$ cat src/rtl/bcd_serial_subtractor.sv
// Digit-serial BCD subtractor: A - B via A + 9's-complement(B) + 1, LSD first,
// with a second serial pass that recomplements negative results to magnitude.
module bcd_serial_subtractor #(
    parameter int unsigned DIGITS = 4
) (
    input  logic                  clock,
    input  logic                  reset_b,
    input  logic                  start,
    input  logic [4*DIGITS-1:0]   a_bcd,
    input  logic [4*DIGITS-1:0]   b_bcd,
    output logic                  busy,
    output logic                  done,
    output logic [4*DIGITS-1:0]   result,
    output logic                  negative,
    output logic                  err
);

    localparam int unsigned IW = (DIGITS > 1) ? $clog2(DIGITS) : 1;
    localparam logic [IW-1:0] LAST = IW'(DIGITS - 1);

    typedef enum logic [2:0] {
        IDLE,
        SUB,
        CHECK,
        RECOMP,
        DONE
    } state_t;

    state_t                state_q, state_d;
    logic [4*DIGITS-1:0]   a_q, a_d;
    logic [4*DIGITS-1:0]   b_q, b_d;
    logic [4*DIGITS-1:0]   result_q, result_d;
    logic [IW-1:0]         idx_q, idx_d;
    logic                  carry_q, carry_d;
    logic                  busy_q, busy_d;
    logic                  done_q, done_d;
    logic                  negative_q, negative_d;
    logic                  err_q, err_d;

    logic [3:0]            cur_a, cur_b, cur_r;
    logic [4:0]            sum;
    logic                  bad_digit;

    // {carry_out, digit} of a + (9 - b) + cin with BCD correction
    function automatic logic [4:0] bcd_digit(input logic [3:0] a,
                                             input logic [3:0] b,
                                             input logic       cin);
        logic [4:0] s;
        logic [4:0] t;
        s = {1'b0, a} + (5'd9 - {1'b0, b}) + {4'b0000, cin};
        t = s + 5'd6;
        if (s > 5'd9) begin
            return {1'b1, t[3:0]};
        end
        return {1'b0, s[3:0]};
    endfunction

    always_comb begin
        cur_a     = '0;
        cur_b     = '0;
        cur_r     = '0;
        bad_digit = 1'b0;
        for (int unsigned i = 0; i < DIGITS; i++) begin
            if (idx_q == IW'(i)) begin
                cur_a = a_q[4*i +: 4];
                cur_b = b_q[4*i +: 4];
                cur_r = result_q[4*i +: 4];
            end
            if (a_bcd[4*i +: 4] > 4'd9 || b_bcd[4*i +: 4] > 4'd9) begin
                bad_digit = 1'b1;
            end
        end
    end

    always_comb begin
        state_d    = state_q;
        a_d        = a_q;
        b_d        = b_q;
        result_d   = result_q;
        idx_d      = idx_q;
        carry_d    = carry_q;
        busy_d     = busy_q;
        done_d     = done_q;
        negative_d = negative_q;
        err_d      = err_q;
        sum        = '0;

        unique case (state_q)
            IDLE: begin
                if (start) begin
                    a_d        = a_bcd;
                    b_d        = b_bcd;
                    err_d      = bad_digit;
                    negative_d = 1'b0;
                    carry_d    = 1'b1;
                    idx_d      = '0;
                    busy_d     = 1'b1;
                    state_d    = SUB;
                end
            end
            SUB: begin
                sum     = bcd_digit(cur_a, cur_b, carry_q);
                carry_d = sum[4];
                for (int unsigned i = 0; i < DIGITS; i++) begin
                    if (idx_q == IW'(i)) result_d[4*i +: 4] = sum[3:0];
                end
                if (idx_q == LAST) begin
                    state_d = CHECK;
                end else begin
                    idx_d = idx_q + 1'b1;
                end
            end
            CHECK: begin
                if (carry_q) begin
                    negative_d = 1'b0;
                    done_d     = 1'b1;
                    busy_d     = 1'b0;
                    state_d    = DONE;
                end else begin
                    negative_d = 1'b1;
                    carry_d    = 1'b1;
                    idx_d      = '0;
                    state_d    = RECOMP;
                end
            end
            RECOMP: begin
                // 0 + (9 - r) + carry reuses the subtract digit path
                sum     = bcd_digit(4'd0, cur_r, carry_q);
                carry_d = sum[4];
                for (int unsigned i = 0; i < DIGITS; i++) begin
                    if (idx_q == IW'(i)) result_d[4*i +: 4] = sum[3:0];
                end
                if (idx_q == LAST) begin
                    done_d  = 1'b1;
                    busy_d  = 1'b0;
                    state_d = DONE;
                end else begin
                    idx_d = idx_q + 1'b1;
                end
            end
            DONE: begin
                done_d  = 1'b0;
                state_d = IDLE;
            end
            default: begin
                state_d = IDLE;
            end
        endcase
    end

    always_ff @(posedge clock) begin
        if (!reset_b) begin
            state_q    <= IDLE;
            a_q        <= '0;
            b_q        <= '0;
            result_q   <= '0;
            idx_q      <= '0;
            carry_q    <= 1'b0;
            busy_q     <= 1'b0;
            done_q     <= 1'b0;
            negative_q <= 1'b0;
            err_q      <= 1'b0;
        end else begin
            state_q    <= state_d;
            a_q        <= a_d;
            b_q        <= b_d;
            result_q   <= result_d;
            idx_q      <= idx_d;
            carry_q    <= carry_d;
            busy_q     <= busy_d;
            done_q     <= done_d;
            negative_q <= negative_d;
            err_q      <= err_d;
        end
    end

    assign busy     = busy_q;
    assign done     = done_q;
    assign result   = result_q;
    assign negative = negative_q;
    assign err      = err_q;

endmodule

$ cat config.mk
export PLATFORM = sky130hd
export DESIGN_NAME = bcd_serial_subtractor
export DESIGN_NICKNAME = d
export VERILOG_FILES = /design/src/rtl/bcd_serial_subtractor.sv
export SDC_FILE = /design/constraint.sdc
export NUM_CORES = 1
export LEC_CHECK = 0
export ABC_CLOCK_PERIOD_IN_PS = 4800
export CAP_MARGIN = 30
export CORE_MARGIN = 2
export CORE_UTILIZATION = 43
export CTS_BUF_LIST = sky130_fd_sc_hd__clkbuf_16
export CTS_CLUSTER_SIZE = 12
export DETAILED_ROUTE_END_ITERATION = 8
export PLACE_DENSITY_LB_ADDON = 0.1
export SETUP_SLACK_MARGIN = 0.1
export SLEW_MARGIN = 0
export SYNTH_ARGS = -nofsm -noshare
export SYNTH_HDL_FRONTEND = slang
export SYNTH_SLANG_ARGS = --single-unit
$ cat constraint.sdc
create_clock -name clock -period 4.8 [get_ports clock]
set_input_delay 0.96 -clock clock [delete_from_list [all_inputs] [get_ports clock]]
set_output_delay 0.96 -clock clock [all_outputs]
set_load 0.05 [all_outputs]
==> results_dict.tcl, run 1 <==
set metrics [dict create \
    outcome "finished, final reports clean" \
    grt_pass1_vias 3066 \
    synthFlopType "dfxtp_1" \
    grt.overflow.total 0 \
    num_rows 32 \
    cts_tree "done" \
    initial_core_util_pct 44.0 \
    cp-end-kind "flip-flop" \
    clock_path_buffers 2 \
    required_ps 4980 \
    syn_to_final_growth_pct 26.8 \
    r2r_slack_ps 480 \
    fin_nets 551 \
    start_kind "flip-flop" \
    synth_edf_count 0 \
    worstSetupPathType "flip-flop to flip-flop" \
    clock-skew-final_ps 3.66 \
    post-cts-setup-buffer-count 0 \
    tns_ps 0 \
    fmax_mhz 231 \
    ctsRootBufferMaster "clkbuf_16" \
    async_reset_ff_share_pct 0 \
    synth_nets 504 \
    antenna_found_initial 0 \
    port_buffers 54 \
    p_leak_nw 1.63 \
    tightest_slew_ps 616 \
    place_inst 591 \
    slew_viol_final 0 \
    yosys_warnings 0 \
    reg2reg_to "result[15]$_SDFFE_PN0P_" \
    dr.first_iter.drc_count 159 \
    whs_endpoint "a_q[11]$_SDFFE_PN0P_" \
    period_share_pct 90.0 \
    grt_use_total_pct 21.8 \
    final_cell_area_um2 4290 \
    viasPerCell 5.44 \
    grt_first_pass_wirelength_um 14900 \
    grt_max_degree 43 \
    cts_buffers 9 \
    clkTransAtPathRegs_ps 50 \
    slew_headroom_pct 58.8 \
    gp_congestion 0.974 \
    whs_ps 457 \
    wl_um 9060 \
    final_common_cell "nand2_1" \
    crit_path_max_fanout 17 \
    multi_input_area_um2 2040 \
    drt_pass1_iterations 4 \
    ir_drop_mv 0.206 \
    min_path_cells 2 \
    reg2reg_depth 18 \
    min_period_ps 4320 \
    power_density_nw_per_um2 379 \
    drive_gt1_share_pct 6.36 \
    synth_seq_cells 58 \
    ctsHtreeMaxLevel 3 \
    crit_arrival_ps 4500 \
    clock-sinks 58 \
    seqCellArea_um2 1160 \
    die_area_um2 8590 \
    antennaDiodeCount 0 \
    startpoint "idx_q[1]$_SDFFE_PN0P_" \
    setup_viol 0 \
    drc 0 \
    drtAntennaViolNets 0 \
    timing.rr.start "idx_q[1]$_SDFFE_PN0P_" \
    final_cells 605 \
    placed_area_um2 4020 \
    min-delay-start "a_q[11]$_SDFFE_PN0P_" \
    final_util_pct 55.8 \
    hold_class "flip-flop to flip-flop" \
    holdBufCountCts 0 \
    clk_latency_ps 320 \
    seq_area_frac_synth_pct 34.3 \
    vias 3292 \
    hpwlAfterDp_um 6890 \
    finalHoldViolCount 0 \
    syn-cell-area_um2 3380 \
    die_w_um 92.7 \
    final_cell_mix "98 x nand2_1, 59 x a21oi_1, 58 x dfxtp_1, 54 x clkdlybuf4s50_1, 39 x nor2_1" \
    maxCapViolCount 0 \
    cts_resized 0 \
    die_h_um 92.7 \
    coreArea_um2 7690 \
    ys_types 55 \
    num-fill-cells 767 \
    syn_avg_cell_area_um2 7.47 \
    rsz0062_at_grt "no" \
    netlist_instances 453 \
    wl_per_cell_um 15.0 \
    io_pins 55 \
]
==> metal layers <==
metal  track usage (%)  up-vias  part of all wire [%]
met3              4.15       14                   4.2
met5                 0        -                     0
met4              7.48        0                   1.6
met2              37.4       93                    49
met1              27.5     1508                    45
li1                  -     1677                     -
==> critical path, stage by stage (launching register included) <==
cell and delay [ps]:
dfxtp_1 340, inv_1 90, ha_1 500, nor2_1 100, a21oi_1 130, nor2_1 50
a21oi_1 120, o21ai_0 120, fa_1 390, ha_1 220, fa_1 540, inv_1 90
ha_1 240, nand2b_1 120, and2_1 210, inv_2 40, o21a_1 200, o311ai_1 550
o31ai_1 160
==> stage by stage <==
stage	total power, mW	setup slack [ps]
2_1_floorplan	0.891	870
6_report	1.63	478
4_1_cts	1.63	485
3_3_place_gp	1.02	649
5_1_grt	1.71	113
3_5_place_dp	1.03	487
==> synthesized netlist by cell type (3+ instances only) <==
library cell / n / area, um^2
and2_0: 3 / 18.8
a21oi_1: 59 / 295
nand4_1: 3 / 18.8
nand3_1: 6 / 30.0
inv_1: 13 / 48.8
dfxtp_1: 58 / 1160
ha_1: 14 / 175
clkbuf_1: 20 / 75.1
inv_2: 3 / 11.3
a21o_1: 3 / 22.5
nor3_1: 6 / 30.0
mux2i_1: 8 / 80.1
a211oi_1: 5 / 37.5
nand3b_1: 4 / 30.0
nor2_1: 39 / 146
and2_1: 4 / 25.0
nand2b_1: 3 / 18.8
a31oi_1: 10 / 62.6
nand2_1: 98 / 368
xnor2_1: 3 / 26.3
o21ai_0: 38 / 190
o31ai_1: 6 / 45.0
nor2b_1: 6 / 37.5
==> final cells by class <==
class                   instances  area share (%)
repair buffers                 61            14.5
clock buffers                   9            5.25
clock inverters                 5            1.11
well taps                     102            2.98
flip-flops and latches         58            27.1
multi-input cells             353            47.6
inverters                      17            1.49
==> power breakdown <==
part	internal, mW	total, mW	switching [mW]
combinational	0.197	0.494	0.297
clock	0.389	0.597	0.207
sequential	0.511	0.535	0.0243
total	1.10	1.63	0.529
==> logic make-up (layout without fill, tap and decap cells) <==
family / Yosys count / after routing / share of synthesized area, %
simple gates: 182 / 182 / 24.0
compound gates: 141 / 141 / 26.0
mux: 10 / 10 / 3.03
fa+ha+maj: 16 / 16 / 6.36
buf+inv: 42 / 92 / 5.29
flops: 58 / 58 / 34.3
xor+xnor: 4 / 4 / 1.04
==> registers in the layout, indices dropped and copies added, names as in the netlist <==
| name | count |
|---|---|
| negative | 1 |
| result | 16 |
| err | 1 |
| done | 1 |
| state_q | 3 |
| busy | 1 |
| idx_q | 2 |
| carry_q | 1 |
| b_q | 16 |
| a_q | 16 |
==> worst max path at each step <==
stage | to | slack (ps) | depth (start not counted)
after floorplan | result[15]$_SDFFE_PN0P_ | 870 | 19
after global routing | result[15]$_SDFFE_PN0P_ | 110 | 17
final | result[15]$_SDFFE_PN0P_ | 480 | 18
after global placement | result[7]$_SDFFE_PN0P_ | 650 | 17
after CTS | result[15]$_SDFFE_PN0P_ | 480 | 18
after detailed placement | result[15]$_SDFFE_PN0P_ | 490 | 18
(Power assumes the default switching activity.)
==> run 2, diff against run 1 <==
--- a/config.mk
+++ b/config.mk
@@ -9,7 +9,7 @@
 export CAP_MARGIN = 30
 export CORE_MARGIN = 2
 export CORE_UTILIZATION = 43
-export CTS_BUF_LIST = sky130_fd_sc_hd__clkbuf_16
+export CTS_BUF_LIST = sky130_fd_sc_hd__clkbuf_4 sky130_fd_sc_hd__clkbuf_8 sky130_fd_sc_hd__clkbuf_16
 export CTS_CLUSTER_SIZE = 12
 export DETAILED_ROUTE_END_ITERATION = 8
 export PLACE_DENSITY_LB_ADDON = 0.1
==> run 2 against run 1 <==
Net effect: setup slack worse by 8.4 ps; design area is 1.9% lower; hold slack worse by 1.9 ps; clock-buffer cell count is 2 higher; maximum frequency is 0.19% lower; critical path depth is 1 lower; die area stayed put; first-iteration DRC count is 20% lower.
==> results_dict.tcl, run 2 (synthesis gave the netlist of run 1 again) <==
set metrics [dict create \
    die_h_um 92.7 \
    path_cells "ha_1 > nor2_1 > a21oi_1 > nor2_1 > a21oi_1 > o21ai_0 > fa_1 > ha_1 > fa_1 > inv_1 > ha_1 > nand2b_1 > and2_1 > inv_2 > o21a_1 > o311ai_1 > o31ai_1" \
    start_kind "flip-flop" \
    slew_viol_final 0 \
    outcome "finished, final reports clean" \
    cts_buffers 9 \
    startpoint "idx_q[0]$_SDFFE_PN0P_" \
    worstSetupPathType "flip-flop to flip-flop" \
    tns_ps 0 \
    holdBufCountCts 0 \
    whs_ps 455 \
    rsz0062_at_grt "no" \
    hpwlAfterDp_um 6890 \
    post-cts-setup-buffer-count 0 \
    grt_max_degree 43 \
    coreArea_um2 7690 \
    clk_latency_ps 330 \
    min_period_ps 4330 \
    r2r_slack_ps 470 \
    viasPerCell 5.45 \
    whs_endpoint "a_q[11]$_SDFFE_PN0P_" \
    num_rows 32 \
    grt_use_total_pct 21.8 \
    ir_drop_mv 0.168 \
    drtAntennaViolNets 0 \
    slowest_delay_ps 550 \
    clkTransAtPathRegs_ps 60 \
    tightest_slew_ps 620 \
    reg2reg_to "result[15]$_SDFFE_PN0P_" \
    required_ps 5000 \
    pwr-share-clk_pct 30.4 \
    vias 3298 \
    slew_headroom_pct 58.5 \
    io_pins 55 \
    multi_input_area_um2 2040 \
    min_path_cells 2 \
    switching_share_pct 34.5 \
    p_leak_nw 1.59 \
    antenna_found_initial 0 \
    dr.first_iter.drc_count 127 \
    antennaDiodeCount 0 \
    wl_per_cell_um 14.8 \
    seqCellArea_um2 1160 \
    placed_area_um2 4020 \
    final_common_cell "nand2_1" \
    setup_viol 0 \
    die_w_um 92.7 \
    maxCapViolCount 0 \
    num-fill-cells 777 \
    finalHoldViolCount 0 \
    place_inst 591 \
    clock-skew-final_ps 5.71 \
    cts_resized 0 \
    period_share_pct 90.2 \
    drive_gt1_share_pct 6.76 \
    power_density_nw_per_um2 351 \
    fin_nets 551 \
    cts_tree "done" \
    final_cell_area_um2 4210 \
    grt_first_pass_wirelength_um 14800 \
    die_area_um2 8590 \
    syn_to_final_growth_pct 24.4 \
    critPathSlowestCell "o311ai_1" \
    crit_arrival_ps 4530 \
    drt_pass1_iterations 4 \
    final_cells 605 \
    post-place-ws_ps 487 \
    port_buffers 54 \
    grt.overflow.total 0 \
    clock-sinks 58 \
    initial_core_util_pct 44.0 \
    reg2reg_depth 17 \
    crit_path_frequent_cell "ha_1" \
    hold_class "flip-flop to flip-flop" \
    pwr-share-seq_pct 36.2 \
    worst_slack_ps 469 \
    gp_congestion 0.974 \
    wl_um 8970 \
    grt_pass1_vias 3050 \
    p_comb_share_pct 33.4 \
    ctsHtreeMaxLevel 3 \
    final_cell_mix "98 x nand2_1, 59 x a21oi_1, 58 x dfxtp_1, 54 x clkdlybuf4s50_1, 39 x nor2_1" \
    cp-end-kind "flip-flop" \
    min-delay-start "a_q[11]$_SDFFE_PN0P_" \
    crit_path_max_fanout 17 \
    power.switching_mw 0.509 \
    clock_path_buffers 2 \
    fmax_mhz 231 \
    p_int_mw 0.967 \
    timing.rr.start "idx_q[0]$_SDFFE_PN0P_" \
    ctsRootBufferMaster "clkbuf_8" \
    drc 0 \
]
-- run 2: changes by cell type in the layout (fill, tap and decap cells not counted) --
cell       change
clkinv_1       -2
clkbuf_8      +11
clkbuf_16      -9
-- run 2: power by group through the flow --
stage / Clock [mW] / Combinational [mW] / Sequential, mW
2_1_floorplan: 0 / 0.324 / 0.567
3_3_place_gp: 0 / 0.474 / 0.545
3_5_place_dp: 0 / 0.489 / 0.545
4_1_cts: 0.459 / 0.490 / 0.535
5_1_grt: 0.482 / 0.542 / 0.538
6_report: 0.448 / 0.494 / 0.534
-- run 2: stage by stage --
stage	power [mW]	util (%)
after detailed placement	1.03	52.2
after floorplan	0.891	-
after global routing	1.56	54.7
after global placement	1.02	51.7
final	1.48	54.7
after CTS	1.48	54.7
-- run 2: cell type report --
cell class	count	share of cell area [%]
clock buffers	11	3.60
clock inverters	3	0.952
inverters	17	1.52
multi-input cells	353	48.6
flip-flops and latches	58	27.6
well taps	102	3.03
repair buffers	61	14.7
-- run 2: routing by layer --
metal / vias to the layer above / wire length (um) / GRT usage, %
met5: - / 0 / 0
met4: 0 / 207 / 8.82
met3: 18 / 403 / 4.15
met2: 98 / 4330 / 36.6
met1: 1505 / 4030 / 27.5
li1: 1677 / - / -
-- run 2: worst max path at each step --
| stage | cells past startpoint | slack (ps) | endpoint |
|---|---|---|---|
| floorplan | 19 | 870 | result[15]$_SDFFE_PN0P_ |
| global placement | 17 | 650 | result[7]$_SDFFE_PN0P_ |
| detailed placement | 18 | 490 | result[15]$_SDFFE_PN0P_ |
| CTS | 17 | 500 | result[15]$_SDFFE_PN0P_ |
| global route | 17 | 130 | result[15]$_SDFFE_PN0P_ |
| finish | 17 | 470 | result[15]$_SDFFE_PN0P_ |
-- run 2: worst max-delay path, delay by kind of cell, from the launching register on --
kind            cells  cell delay [ps]
fa+ha+maj           5             1900
compound gates      6             1280
simple gates        4              480
flops               1              400
buf+inv             2              130
==> run 3, diff against run 2 <==
--- a/config.mk
+++ b/config.mk
@@ -5,11 +5,13 @@
 export SDC_FILE = /design/constraint.sdc
 export NUM_CORES = 1
 export LEC_CHECK = 0
+export ABC_AREA = 0
 export ABC_CLOCK_PERIOD_IN_PS = 4800
 export CAP_MARGIN = 30
 export CORE_MARGIN = 2
 export CORE_UTILIZATION = 43
 export CTS_BUF_LIST = sky130_fd_sc_hd__clkbuf_4 sky130_fd_sc_hd__clkbuf_8 sky130_fd_sc_hd__clkbuf_16
+export CTS_CLUSTER_DIAMETER = 120
 export CTS_CLUSTER_SIZE = 12
 export DETAILED_ROUTE_END_ITERATION = 8
 export PLACE_DENSITY_LB_ADDON = 0.1
==> results of run 3 <==
No change in the layout: final DEF, timing and power equal those of run 2.
